===== src/rtl/result_bcd_converter.sv =====
// Sequential double-dabble converter: turns an unsigned BIN_W-bit product into
// five packed BCD digits plus a leading-zero blanking mask for the display.
// One add-3/shift iteration runs per clock; latency is fixed at BIN_W cycles.
module result_bcd_converter #(
    parameter int BIN_W = 16
) (
    input  logic             clk,
    input  logic             rst,
    input  logic             start,
    input  logic [BIN_W-1:0] bin,
    output logic             busy,
    output logic             done,
    output logic [19:0]      bcd,
    output logic [4:0]       lz_blank
);

    // Counter must be able to reach BIN_W without wrapping.
    localparam int CW = $clog2(BIN_W + 1);
    localparam logic [CW-1:0] LAST_ITER = CW'(BIN_W - 1);

    typedef enum logic [1:0] {
        IDLE,
        CONV,
        DONE
    } state_t;

    state_t           state;
    state_t           state_nxt;

    logic [19:0]      scratch;
    logic [BIN_W-1:0] binsh;
    logic [CW-1:0]    cnt;

    logic [19:0]      adj;
    logic [19:0]      scratch_nxt;
    logic [BIN_W-1:0] binsh_nxt;
    logic [4:0]       lz_nxt;
    logic [4:0]       dig_zero;

    logic             load;
    logic             step;
    logic             last;

    // Add-3 correction on every scratch digit that is 5 or more.
    always_comb begin
        adj = '0;
        for (int unsigned i = 0; i < 5; i++) begin
            if (scratch[4*i +: 4] >= 4'd5) begin
                adj[4*i +: 4] = scratch[4*i +: 4] + 4'd3;
            end else begin
                adj[4*i +: 4] = scratch[4*i +: 4];
            end
        end
    end

    // Shift the combined {scratch, binary} register left by one bit.
    always_comb begin
        {scratch_nxt, binsh_nxt} = {adj, binsh} << 1;
    end

    // Blank mask for the digits the final iteration will produce; a digit is
    // suppressed only when it and every more-significant digit are zero.
    always_comb begin
        dig_zero = '0;
        for (int unsigned i = 0; i < 5; i++) begin
            dig_zero[i] = (scratch_nxt[4*i +: 4] == 4'd0);
        end
        lz_nxt    = '0;
        lz_nxt[4] = dig_zero[4];
        lz_nxt[3] = dig_zero[4] & dig_zero[3];
        lz_nxt[2] = dig_zero[4] & dig_zero[3] & dig_zero[2];
        lz_nxt[1] = dig_zero[4] & dig_zero[3] & dig_zero[2] & dig_zero[1];
        lz_nxt[0] = 1'b0;
    end

    // State register.
    always_ff @(posedge clk) begin
        if (rst) begin
            state <= IDLE;
        end else begin
            state <= state_nxt;
        end
    end

    // Next-state decode and status outputs; start is only looked at in IDLE.
    always_comb begin
        state_nxt = state;
        busy      = 1'b0;
        done      = 1'b0;
        load      = 1'b0;
        step      = 1'b0;
        last      = 1'b0;
        case (state)
            IDLE: begin
                if (start) begin
                    load      = 1'b1;
                    state_nxt = CONV;
                end
            end
            CONV: begin
                busy = 1'b1;
                step = 1'b1;
                if (cnt == LAST_ITER) begin
                    last      = 1'b1;
                    state_nxt = DONE;
                end
            end
            DONE: begin
                done      = 1'b1;
                state_nxt = IDLE;
            end
            default: begin
                state_nxt = IDLE;
            end
        endcase
    end

    // Datapath: capture on accept, iterate in CONV, publish on the last step.
    always_ff @(posedge clk) begin
        if (rst) begin
            scratch  <= '0;
            binsh    <= '0;
            cnt      <= '0;
            bcd      <= '0;
            lz_blank <= 5'b11110;
        end else if (load) begin
            scratch <= '0;
            binsh   <= bin;
            cnt     <= '0;
        end else if (step) begin
            scratch <= scratch_nxt;
            binsh   <= binsh_nxt;
            cnt     <= cnt + CW'(1);
            if (last) begin
                bcd      <= scratch_nxt;
                lz_blank <= lz_nxt;
            end
        end
    end

endmodule

===== config.mk =====
export PLATFORM = sky130hd
export DESIGN_NAME = result_bcd_converter
export DESIGN_NICKNAME = d
export VERILOG_FILES = /design/src/rtl/result_bcd_converter.sv
export SDC_FILE = /design/constraint.sdc
export NUM_CORES = 1
export LEC_CHECK = 0
export CAP_MARGIN = 20
export CORE_UTILIZATION = 57
export DETAILED_ROUTE_END_ITERATION = 10
export PLACE_DENSITY_LB_ADDON = 0.12
export SLEW_MARGIN = 10
export SYNTH_ARGS = -nofsm -noshare
export SYNTH_HDL_FRONTEND = slang
export SYNTH_SLANG_ARGS = --single-unit
export TNS_END_PERCENT = 1

===== constraint.sdc =====
create_clock -name clk -period 6.1 [get_ports clk]
set_clock_uncertainty 0.1 [all_clocks]
set_input_delay 1.22 -clock clk [delete_from_list [all_inputs] [get_ports clk]]
set_output_delay 1.22 -clock clk [all_outputs]
set_load 0.005 [all_outputs]

* After elaboration in Yosys (flattened, before gate mapping) *
Index checks and enable logic that the tools add are counted.
W data, S select, Z words.

word-level totals
  flip-flop bits (word level) = 67
  logic and storage cells = 51
  output and inout port bits = 27

operators by class
  $lt $le $gt $ge = 5
  add/sub/neg operators = 6
  mux-type cells = 16
  bitwise operators = 4
  equality and inequality tests = 5
  reductions and logical operators = 9

operators by type and width
  cell                   count
  $mux W16               2
  $ge A4 B3 Y1 const B   5
  $add A4 B2 Y4 const B  4
  $logic_not A4 Y1       4
  $mux W4                4
  $mux W1                6
  $add A5 B1 Y5 const B  1
  $eq A5 B4 Y1 const B   1
  $mux W2                2
  $ne A2 B2 Y1 const B   2
  $pmux W2 S2            1
  $add A3 B2 Y3 const B  1
  $and A1 B1 Y1          3
  $mux W3                1
  $reduce_and A3 Y1      1
  $eq A2 B1 Y1 const B   1
  $eq A2 B2 Y1 const B   1
  $logic_not A2 Y1       1
  $reduce_and A2 Y1      1
  $reduce_bool A2 Y1     1
  $reduce_or A2 Y1       1
  $not A1 Y1             1

* Logic depth before layout (Yosys ltp) *
  word-level depth = 6
  gate-level depth with buffers = 9

* Worst setup path before layout *
OpenSTA, ideal clock, no wires.

  kind = input to register
  start point = input rst
  end point = register cnt[0]
  stages on the path = 5
  arrival time = 2.076 ns
  setup slack = 3.797 ns
  library setup time = 0.128 ns
  path buffers = 3
  cell sequence = clkbuf_1 or2_2 clkbuf_1 clkbuf_1 nor2_1

on the way
  word-level cells in the longest chain between the ends = 1

ends and longest elaborated chain
  element                            RTL line  text
  from (decl)                        8         input logic rst,
  $reduce_or A2 Y1 (no source line)  n/a
  to (signal assigned)               133       cnt <= cnt + CW'(1);
  to (decl)                          32        logic [CW-1:0] cnt;

Every way passes these cells.
A chain may end at the register's enable or synchronous reset.

* Worst setup path after layout *
  start point = register state[1]
  end point = output busy

on the way
  word-level cells in the longest chain between the ends = 2

ends and longest elaborated chain
  element                 RTL line  text
  from (decl)             27        state_t state;
  from (signal assigned)  81        state <= state_nxt;
  $eq A2 B1 Y1            93        case (state)
  $mux W1                 93
  to (decl)               11        output logic busy,

Every way passes these cells.

==> qor.csv <==
stage,metric,value,unit
global_route,grt_antenna_before_repair,0,
placed_design,gp_congestion,0.803,
logic_synthesis,syn-num-nets,402,
global_route,grtUsageMet3,0.0656,
logic_synthesis,ys_ff_latch,67,
setup_path,worstPathMaxFanout,20,
floorplan,ios,46,
placed_design,port-buffer-count,44,
cells_and_area,areaGrowthSynthToFinish,21.2,%
cts,insertion_delay,0.34,ns
timing,fin_setup_tns,0,ns
floorplan,row_count,26,
floorplan,fp.dieH,74.6,um
cts,cts_buffer_depth,2,
cells_and_area,final_util,0.713,
cts,cts-buffers-inserted,9,
setup_path,arrival,1.91,ns
drt,drt-total-wl,6020,um
logic_synthesis,synth_area_per_cell,8.10,um^2
cells_and_area,multi_input_area,0.00152,mm^2
placed_design,pre_cts_slack,2.92,ns
timing,slew_viol_final,0,
timing,worst_slack,2.87,ns
cts,htree_levels,3,
timing,rsz0062_at_grt,no,
global_route,grtUsageMet1,0.300,
global_route,overflow,0,
placed_design,dp.cells,466,
global_route,met2_usage,0.406,
logic_synthesis,ys.flop_type,dfxtp_1,
cts,post_cts_resized,0,
cts,clk_pin_slew,0.07,ns
timing,period_needed,3.23,ns
cts,cts.sinks,67,
pwr,p_per_area,236,mW/mm^2
drt,drcViolationCount,0,
drt,first_pass_iters,6,
floorplan,fp.coreArea,0.00511,mm^2
timing,tightest_slew,0.881,ns
logic_synthesis,netlist_area,0.00301,mm^2
global_route,grt_pass1_wl,10200,um
run_status,status,completed,
timing,finalSetupViolCount,0,
logic_synthesis,synth_warnings,0,
floorplan,die_w,74.6,um
floorplan,dieArea,0.00557,mm^2
logic_synthesis,synth_sequential_area_ratio,0.446,
timing,finalHoldViolations,0,
logic_synthesis,yosysUniqueCellTypes,33,
setup_path,start_kind,flop,
cells_and_area,ff_latch_area,0.00134,mm^2
cells_and_area,diodes,0,
timing,fmax,310,MHz
placed_design,dpl.hpwl,3950,um
cts,postCtsSetupBuffers,0,
flow_run,drv_cap,0,
cts,root_buffer,clkbuf_8,
drt,wl_per_cell,12.5,um
logic_synthesis,synth_edf_count,0,
global_route,grt_pass1_vias,2309,
timing,relSlewSlack,0.411,
cts,ctsHoldBuffers,0,
setup_path,critPathCaptureType,primary output,
global_route,top_usage_layer,met2,
drt,viasPerCell,5.30,
pwr,p_leak,1.33,nW
cells_and_area,fillCellCount,438,
logic_synthesis,synth_cells,371,
timing,whs,0.354,ns
cts,cts_tree,done,
drt,vias,2556,
floorplan,start_util,0.588,
drt,ant_nets,0,
min_path,min_path_type,reg -> reg,
cells_and_area,final_layout_size_suffix_gt1_frac,0.0583,
setup_path,cp.required,4.78,ns
cells_and_area,instances_no_fill,482,
global_route,track_usage,0.243,
setup_path,critical_path_class,reg -> out,
logic_synthesis,async_flop_share,0,
global_route,grt_max_degree,48,
drt,drtIter0Drc,124,
pwr,ir_drop,0.153,mV
cells_and_area,layout.nets,438,
timing,fin_crit_sh,0.529,
[area by class of cell]
| class | count | area share |
|---|---|---|
| clock buffer | 12 | 0.0426 |
| timing repair buffer | 48 | 0.129 |
| clock inverter | 4 | 0.00687 |
| inverter | 12 | 0.0124 |
| multi-input combinational | 269 | 0.417 |
| sequential | 67 | 0.368 |
| tap | 70 | 0.0240 |
[per-stage QoR]
step	power, mW	cell area [um^2]
2_1_floorplan	0.516	3010
3_3_place_gp	0.538	3460
3_5_place_dp	0.540	3460
4_1_cts	0.868	3640
5_1_grt	0.900	3640
6_report	0.861	3640
[cells in the final DEF (no fill, tap or decap), types with 9 or more instances in the layout]
cell / instances
clkbuf_8: 11
clkdlybuf4s50_1: 44
inv_1: 11
a21oi_1: 60
a211oi_1: 13
o21ai_0: 10
ha_1: 12
mux2i_1: 9
nand2_1: 78
a22oi_1: 15
nor2_1: 28
dfxtp_1: 67
[registers in the layout (all words and copies together), names as in the netlist]
signal / count
bcd: 20
state: 2
lz_blank: 4
scratch: 20
cnt: 5
binsh: 16
[cell usage after synthesis, drive strengths merged (9+ instances only)]
cell type / instances / area, um^2
a21oi: 60 / 300
dfxtp: 67 / 1340
buf: 11 / 60.1
mux2i: 9 / 90.1
nor2: 28 / 105
o21ai: 11 / 55.1
inv: 12 / 45.0
a22oi: 15 / 113
ha: 12 / 150
clkbuf: 12 / 45.0
a211oi: 13 / 97.6
nand2: 78 / 293
[worst max-delay path: stages (launching register included)]
cell	delay (ns)
dfxtp_1	0.39
nand2b_1	0.64
inv_2	0.07
clkdlybuf4s50_1	0.47
[worst paths after layout]
path	start	end	slack [ns]	depth (start not counted)
max	state[1]$_SDFFE_PP0P_	busy	2.87	3
min reg2reg	bcd[6]$_SDFFE_PP0P_	bcd[6]$_SDFFE_PP0P_	0.35	2
max reg2reg	state[1]$_SDFFE_PP0P_	lz_blank[4]$_SDFFE_PP1P_	3.39	5
min	bcd[6]$_SDFFE_PP0P_	bcd[6]$_SDFFE_PP0P_	0.35	2
[logic make-up (layout without fill, tap and decap cells)]
logic type / after synthesis / in the layout / synth area share
other: 1 / 1 / 0.00125
buffers and inverters: 35 / 76 / 0.0500
adders and majority gates: 12 / 12 / 0.0500
AOI/OAI and AO/OA: 101 / 101 / 0.196
muxes: 9 / 9 / 0.0300
DFF: 67 / 67 / 0.446
and+or+nand+nor: 138 / 138 / 0.204
xor gates and xnor gates: 8 / 8 / 0.0233
[per-layer routing]
metal | share of wire | vias to the layer above | routed length, um
met5 | 0 | - | 0
met4 | 0.012 | 0 | 72
met3 | 0.034 | 7 | 203
met2 | 0.47 | 43 | 2840
met1 | 0.48 | 1169 | 2900
li1 | - | 1337 | -
[where the power goes]
group	internal [mW]	switching (mW)
Sequential	0.448	0.00818
Combinational	0.0304	0.0429
Clock	0.168	0.163
No activity file was read; power rests on OpenSTA's default activity.
